**config.mk**
```make
export PLATFORM = sky130hd
export DESIGN_NAME = feature_gather
export DESIGN_NICKNAME = d
export VERILOG_FILES = /design/src/rtl/feature_gather_pkg.sv /design/src/rtl/feature_gather_record_beat_counter.sv /design/src/rtl/feature_gather.sv
export SDC_FILE = /design/constraint.sdc
export NUM_CORES = 1
export LEC_CHECK = 0
export CAP_MARGIN = 20
export CORE_MARGIN = 8
export CORE_UTILIZATION = 56
export DETAILED_ROUTE_END_ITERATION = 10
export PLACE_DENSITY = 0.82
export SKIP_LAST_GASP = 1
export SYNTH_ARGS = -nofsm -noshare
export SYNTH_HDL_FRONTEND = slang
export SYNTH_SLANG_ARGS = --single-unit
```
**constraint.sdc**
```tcl
create_clock -name clk -period 8.1 [get_ports clk]
set_clock_uncertainty 0.15 [all_clocks]
set_input_delay 0.81 -clock clk [delete_from_list [all_inputs] [get_ports clk]]
set_output_delay 0.81 -clock clk [all_outputs]
set_load 0.03 [all_outputs]
```
**src/rtl/feature_gather_pkg.sv**
```systemverilog
// Shared constants and types for the feature gather stage that feeds the
// arrhythmia decision-tree classifier.
package feature_gather_pkg;

  localparam int NUM_FEATURES_DEF = 279;
  localparam int FEAT_W           = 8;
  localparam int NUM_SEL          = 5;

  // Record indices consumed by the tree, in out_f0..out_f4 order
  localparam int FEAT_IDX [NUM_SEL] = '{13, 27, 235, 264, 278};

  typedef struct packed {
    logic [FEAT_W-1:0] f4;
    logic [FEAT_W-1:0] f3;
    logic [FEAT_W-1:0] f2;
    logic [FEAT_W-1:0] f1;
    logic [FEAT_W-1:0] f0;
  } feat_vec_t;

  function automatic int cnt_width(input int n);
    return (n > 1) ? $clog2(n) : 1;
  endfunction

endpackage

```
**src/rtl/feature_gather_record_beat_counter.sv**
```systemverilog
// Beat index within a record plus record-framing classification of the
// accepted beat (final / good / framing error).
module record_beat_counter
  import feature_gather_pkg::*;
#(
  parameter int NUM_FEATURES = NUM_FEATURES_DEF,
  parameter int CW           = cnt_width(NUM_FEATURES)
) (
  input  logic          clk,
  input  logic          rst_n,
  input  logic          accept,
  input  logic          in_last,
  output logic [CW-1:0] cnt,
  output logic          final_beat,
  output logic          good_rec,
  output logic          frame_err
);

  localparam logic [CW-1:0] LAST_IDX = CW'(NUM_FEATURES - 1);

  logic [CW-1:0] cnt_r;
  logic          at_last_s;

  assign cnt       = cnt_r;
  assign at_last_s = (cnt_r == LAST_IDX);

  // A record ends on whichever comes first: in_last or the last index
  always_comb begin
    final_beat = accept && (at_last_s || in_last);
    good_rec   = accept && at_last_s && in_last;
    frame_err  = accept && (at_last_s != in_last);
  end

  // Beat index: wraps to zero on every final beat, holds across gaps
  always_ff @(posedge clk) begin
    if (!rst_n) begin
      cnt_r <= {CW{1'b0}};
    end else if (final_beat) begin
      cnt_r <= {CW{1'b0}};
    end else if (accept) begin
      cnt_r <= cnt_r + CW'(1);
    end else begin
      cnt_r <= cnt_r;
    end
  end

endmodule

```
**src/rtl/feature_gather.sv**
```systemverilog
// Gathers the five tree features out of a patient-record byte stream and
// presents them as one registered vector with a valid/ready handshake.
module feature_gather
  import feature_gather_pkg::*;
#(
  parameter int NUM_FEATURES = NUM_FEATURES_DEF,
  parameter int W            = FEAT_W,
  parameter int IDX0         = FEAT_IDX[0],
  parameter int IDX1         = FEAT_IDX[1],
  parameter int IDX2         = FEAT_IDX[2],
  parameter int IDX3         = FEAT_IDX[3],
  parameter int IDX4         = FEAT_IDX[4]
) (
  input  logic         clk,
  input  logic         rst_n,
  input  logic         in_valid,
  output logic         in_ready,
  input  logic [W-1:0] in_data,
  input  logic         in_last,
  output logic         out_valid,
  input  logic         out_ready,
  output logic [W-1:0] out_f0,
  output logic [W-1:0] out_f1,
  output logic [W-1:0] out_f2,
  output logic [W-1:0] out_f3,
  output logic [W-1:0] out_f4,
  output logic         rec_err
);

  localparam int CW = cnt_width(NUM_FEATURES);
  localparam int IDX_A [NUM_SEL] = '{IDX0, IDX1, IDX2, IDX3, IDX4};

  logic [CW-1:0]      cnt_s;
  logic               accept_s;
  logic               final_beat_s;
  logic               good_rec_s;
  logic               frame_err_s;
  logic               out_free_s;
  logic               load_s;
  logic               pending_next_s;
  logic               valid_next_s;
  logic [NUM_SEL-1:0] hit_s;
  logic [W-1:0]       cap_next_s [NUM_SEL];

  logic               pending_r;
  logic               in_ready_r;
  logic               out_valid_r;
  logic               rec_err_r;
  logic [W-1:0]       cap_r      [NUM_SEL];
  logic [W-1:0]       out_f_r    [NUM_SEL];

  assign accept_s   = in_valid && in_ready_r;
  assign out_free_s = !out_valid_r || out_ready;

  assign in_ready  = in_ready_r;
  assign out_valid = out_valid_r;
  assign rec_err   = rec_err_r;
  assign out_f0    = out_f_r[0];
  assign out_f1    = out_f_r[1];
  assign out_f2    = out_f_r[2];
  assign out_f3    = out_f_r[3];
  assign out_f4    = out_f_r[4];

  record_beat_counter #(
    .NUM_FEATURES (NUM_FEATURES),
    .CW           (CW)
  ) u_cnt (
    .clk        (clk),
    .rst_n      (rst_n),
    .accept     (accept_s),
    .in_last    (in_last),
    .cnt        (cnt_s),
    .final_beat (final_beat_s),
    .good_rec   (good_rec_s),
    .frame_err  (frame_err_s)
  );

  // Bypass the byte being accepted so a feature at the final index can
  // reach the output on the same edge it is captured
  always_comb begin
    for (int k = 0; k < NUM_SEL; k++) begin
      hit_s[k] = accept_s && (cnt_s == CW'(IDX_A[k]));
      if (hit_s[k]) begin
        cap_next_s[k] = in_data;
      end else begin
        cap_next_s[k] = cap_r[k];
      end
    end
  end

  // Transfer decision: load now, park the record as pending, or release it
  always_comb begin
    load_s         = 1'b0;
    pending_next_s = pending_r;
    if (pending_r) begin
      if (out_ready) begin
        load_s         = 1'b1;
        pending_next_s = 1'b0;
      end else begin
        pending_next_s = 1'b1;
      end
    end else if (good_rec_s) begin
      if (out_free_s) begin
        load_s = 1'b1;
      end else begin
        pending_next_s = 1'b1;
      end
    end else begin
      pending_next_s = 1'b0;
    end

    if (load_s) begin
      valid_next_s = 1'b1;
    end else if (out_ready) begin
      valid_next_s = 1'b0;
    end else begin
      valid_next_s = out_valid_r;
    end
  end

  // Capture, output and handshake state
  always_ff @(posedge clk) begin
    if (!rst_n) begin
      pending_r   <= 1'b0;
      in_ready_r  <= 1'b1;
      out_valid_r <= 1'b0;
      rec_err_r   <= 1'b0;
      for (int k = 0; k < NUM_SEL; k++) begin
        cap_r[k]   <= {W{1'b0}};
        out_f_r[k] <= {W{1'b0}};
      end
    end else begin
      pending_r   <= pending_next_s;
      in_ready_r  <= !pending_next_s;
      out_valid_r <= valid_next_s;
      rec_err_r   <= final_beat_s && frame_err_s;
      for (int k = 0; k < NUM_SEL; k++) begin
        cap_r[k] <= cap_next_s[k];
        if (load_s) begin
          out_f_r[k] <= cap_next_s[k];
        end else begin
          out_f_r[k] <= out_f_r[k];
        end
      end
    end
  end

endmodule
```
Word level (Yosys, flattened, before mapping)
Memories as Yosys holds them, arrays and structs flattened.
Index checks and enable logic that the tools add are counted.
- mux-type cells: 38
- bitwise operators: 16
- shifts and indexed selects: 0
- reductions and logical operators: 16
- multipliers: 0
- order comparisons: 0
- add/subtract/negate cells: 1
- divide/modulo/power cells: 0
- eq/ne operators: 6
- operator list (cell ; number):
    $mux 8 ; 20
    $eq 9x9->1 const B ; 2
    $mux 1 ; 18
    $or 1x1->1 ; 15
    $logic_and 1x1->1 ; 10
    $add 9x1->9 const B ; 1
    $eq 9x4->1 const B ; 1
    $eq 9x5->1 const B ; 1
    $eq 9x8->1 const B ; 1
    $logic_not 1->1 ; 2
    $logic_or 1x1->1 ; 2
    $reduce_bool 2->1 ; 1
    $reduce_or 2->1 ; 1
    $ne 1x1->1 ; 1
    $not 1->1 ; 1
- latch bits: 0
- bits in writable memories: 80
- memories kept: 2
- ROM bits: 0
- output and inout bits: 43
- flip-flop bits (word level): 13
- memory list (memory ; depth ; bits a word ; read ports ; clocked after memory_dff ; write ports ; line ; RTL):
    cap_r ; 5 ; 8 ; 5 ; 0 ; 5 ; feature_gather.sv:49 ; logic [W-1:0] cap_r [NUM_SEL];
    out_f_r ; 5 ; 8 ; 5 ; 0 ; 5 ; feature_gather.sv:50 ; logic [W-1:0] out_f_r [NUM_SEL];

Longest topological paths before layout
- depth after elaboration: 10
- mapped depth: 8

Modules after synthesis
From an unflattened synthesis, not the netlist that was laid out.
- cells, all modules: 305
- area total of the unflattened synthesis: 3817.4 um^2
- modules (own cells, without submodules) (module ; instances ; cells an instance ; sequential area each (um^2) ; area each (um^2)):
    feature_gather ; 1 ; 251 ; 2082.0 ; 3352.0
    record_beat_counter ; 1 ; 54 ; 180.2 ; 465.4

Worst setup path before layout
Ideal clock, no wire load.
- path type: reg-to-reg
- start point: register u_cnt.cnt_r[5] (netlist: u_cnt.cnt[5])
- end point: memory out_f_r[0][0] (netlist name) (enable)
- cell stages (with the launch flop): 6
- required time: 7.501 ns
- clock period less this slack: 4.046 ns
- arrival: 3.447 ns
- path slack: 4.054 ns
- cell sequence: dfxtp_1 nor4b_1 nand4_1 buf_2 buf_2 o211ai_1
- RTL lines (item ; line ; RTL):
    from (decl) ; feature_gather_record_beat_counter.sv:21 ; logic [CW-1:0] cnt_r;
    from (signal assigned) ; feature_gather_record_beat_counter.sv:37 ; cnt_r <= {CW{1'b0}};
    from (signal assigned) ; feature_gather_record_beat_counter.sv:39 ; cnt_r <= {CW{1'b0}};
    from (signal assigned) ; feature_gather_record_beat_counter.sv:41 ; cnt_r <= cnt_r + CW'(1);
    to (decl) ; feature_gather.sv:50 ;

==> results by group <==
Synthesis
  – Syn Inst Count: 309
  – Sequential fraction of the synthesis area: 59.4%
  – Syn. warnings: 0
  – Ranking of synthesized cells by area: edfxtp_1, dfxtp_1, mux2i_1, nand2_1, ha_1
  – Avg Cell Area, Syn: 12.3 um2
  – Syn_nets: 327
  – Most frequent cell after synthesis: mux2i_1
  – Post-synth top flop: dfxtp_1
  – Synth cell types: 35
  – Number of synthesized register bits: 93
  – Area leader, netlist: edfxtp_1
  – Post-synth EDFFs: 40
  – Top cell type's share of synthesized area: 31.5%
  – Async SR Flop Fraction: 0%
  – Post-synthesis instance area: 3810 um2
  – Post-synth top cells: mux2i_1, nand2_1, dfxtp_1

Clock tree
  – Post_cts resized: 0
  – CTS max path bufs: 2
  – CTS sink cnt: 93
  – CTS clk-pin slew, worst paths: 0.09 ns
  – Hold_buf cts: 0
  – CTS tree: yes
  – Clock latency on the worst-skew pair: 0.36 ns
  – CTS H-tree lvls: 3
  – Post-CTS setup buffers: 0
  – CTS buffer count: 9
  – Root Driver: clkbuf_8

Critical path
  – Crit start category: flop
  – Worst EP required: 7.99 ns
  – R2r setup slk: 5.12 ns
  – R2r startpoint: u_cnt.cnt[4]$_SDFFE_PP0P_
  – Crit path max fanout: 24
  – Worst r2r path cells: 5
  – End of the worst register-to-register path: out_f_r[3][3]$_SDFFCE_PN0P_
  – Critical Path End Type: flop
  – Critical path class: reg2reg
  – Arr. time, crit path: 2.87 ns

Min path
  – Worst hold path type: reg2reg
  – Hold Crit Endpoint: cap_r[0][12]$_SDFF_PN0_
  – Hold Path Depth: 2
  – Hold path startpoint: cap_r[0][12]$_SDFF_PN0_

Place
  – Detail Placement HPWL: 5070 um
  – Placed cell count: 435
  – Placer Congestion: 0.809
  – Buffers on Ports: 55

Route
  – DRC: 0
  – Antenna-violating nets left: 0
  – Wire per inst: 17.0 um
  – First drt pass iteration count: 4
  – Detailed router's first-iteration violation count: 157
  – Total Wirelength: 7670 um
  – Via density: 5.65
  – Via count: 2548

Timing
  – Least-Margin Pin Slew: 0.975 ns
  – Slew Limit Fails: 0
  – FMAX: 335 MHz
  – Unrepaired setup endpoints after global routing: false
  – Final setup viols: 0
  – Fin. Hold Viols: 0
  – Setup_tns: 0 ns
  – Min Clock Period, post-route: 2.98 ns
  – WHS: 0.327 ns
  – Final period utilization: 36.8%
  – Max-slew headroom: 34.8%

Power
  – Pleak: 1.78 nW
  – Overall power: 910 uW
  – PD cells: 196 nW/um2
  – Maximum VDD drop: 120 uV

Global route
  – Met1 Use GR: 19.0%
  – Vias in the first global route: 2559
  – Initial antenna violation count: 0
  – Grt total ovfl: 0
  – Grt peak-use layer: met2
  – M3 GR Usage: 4.51%
  – M2 GR Usage: 26.7%
  – First-pass GRT wire length: 12400 um
  – Largest net degree at the start of global routing: 54
  – GRT Total Usage: 16.1%

Layout
  – Ant diodes: 0
  – Post-Layout Cell Count: 451
  – Nets: 384
  – Post-layout util: 69.6%
  – Area growth, synth to finish: 21.9%
  – Share of cells above drive strength 1: 7.28%
  – # fillers: 508

Floorplanning
  – I/O pin cnt: 56
  – Die height: 98.5 um
  – Full die area: 9700 um2
  – Horiz. Die Dim: 98.5 um
  – Initial Util: 57.0%
  – Core ar.: 6680 um2
  – Row count: 30

Run status
  – Status: complete, no violations

Flow run
  – Max-Cap Viols: 0
==> worst max-delay path: stages (launching register included) <==
cell and delay, ns:
dfxtp_1 0.42, nor4b_1 0.64, nand4_1 0.52, buf_8 0.33, o211ai_1 0.23, buf_4 0.35
==> placed cells by master, fill, tap and decap left out, drive strengths merged <==
cell	n
o31ai	3
dfxtp	53
buf	6
clkinvlp	2
o21a	1
nand4	3
nand4b	1
clkinv	1
mux2i	80
xnor2	2
or3	3
and3	1
bufinv	2
ha	5
nor4b	1
edfxtp	40
and4b	3
and4	1
or4	4
nor4	1
clkdlybuf4s50	54
nor2	5
o211ai	1
nand3	6
clkbuf	9
a31oi	1
nor2b	1
o21ai	5
inv	9
nand2	57
nand3b	1
a21oi	7
nand2b	1
nor3	1
==> routing by layer <==
layer | vias up | share of wire [%]
li1 | 1219 | -
met1 | 1254 | 43
met2 | 63 | 48
met3 | 12 | 6.2
met4 | 0 | 2.2
met5 | - | 0
==> stage by stage <==
| step | setup WS [ns] | instance area [um2] |
|---|---|---|
| finish | 5.12 | 4650 |
| global route | 4.87 | 4650 |
| CTS | 5.12 | 4650 |
| detailed placement | 4.88 | 4430 |
| global placement | 4.35 | 4410 |
| floorplan | 4.05 | 3810 |
==> worst max-delay path by stage <==
stage | cells past startpoint | from | slack, ns | end
global route | 5 | u_cnt.cnt[4]$_SDFFE_PP0P_ | 4.87 | out_f_r[0][0]$_SDFFCE_PN0P_
finish | 5 | u_cnt.cnt[4]$_SDFFE_PP0P_ | 5.12 | out_f_r[3][3]$_SDFFCE_PN0P_
detailed placement | 5 | in_valid | 4.88 | out_f_r[0][6]$_SDFFCE_PN0P_
CTS | 5 | u_cnt.cnt[4]$_SDFFE_PP0P_ | 5.12 | out_f_r[3][4]$_SDFFCE_PN0P_
floorplan | 5 | u_cnt.cnt[5]$_SDFFE_PP0P_ | 4.05 | out_f_r[0][0]$_SDFFCE_PN0P_
global placement | 4 | in_valid | 4.35 | out_f_r[0][2]$_SDFFCE_PN0P_
==> registers in the layout (all words and copies together) (netlist names) <==
signal,count
cap_r,40
out_f_r,40
pending_r,1
u_cnt.cnt,9
in_ready,1
rec_err,1
out_valid,1
==> power breakdown <==
group | internal [mW] | leakage (nW) | switching [mW]
Sequential | 0.497 | 0.820 | 0.00390
Combinational | 0.0245 | 0.855 | 0.0436
Clock | 0.175 | 0.106 | 0.166
Total | 0.697 | 1.78 | 0.213
==> final cells by class <==
class	count	area [um2]	share of cell area (%)
clock buffers	9	124	2.67
multi-input cells	195	1450	31.1
flip-flops and latches	93	2260	48.7
inverters	7	26.3	0.565
clock inverters	7	97.6	2.10
well taps	80	100	2.15
repair buffers	60	591	12.7
==> cell families after synthesis <==
| family | count (synthesis) | share of synthesized area [%] |
|---|---|---|
| compound gates | 18 | 2.72 |
| buf+inv | 21 | 2.69 |
| xor+xnor | 2 | 0.460 |
| flops | 93 | 59.4 |
| fa+ha+maj | 5 | 1.64 |
| simple gates | 90 | 12.1 |
| mux | 80 | 21.0 |
Power figures use the tool's default switching activity.
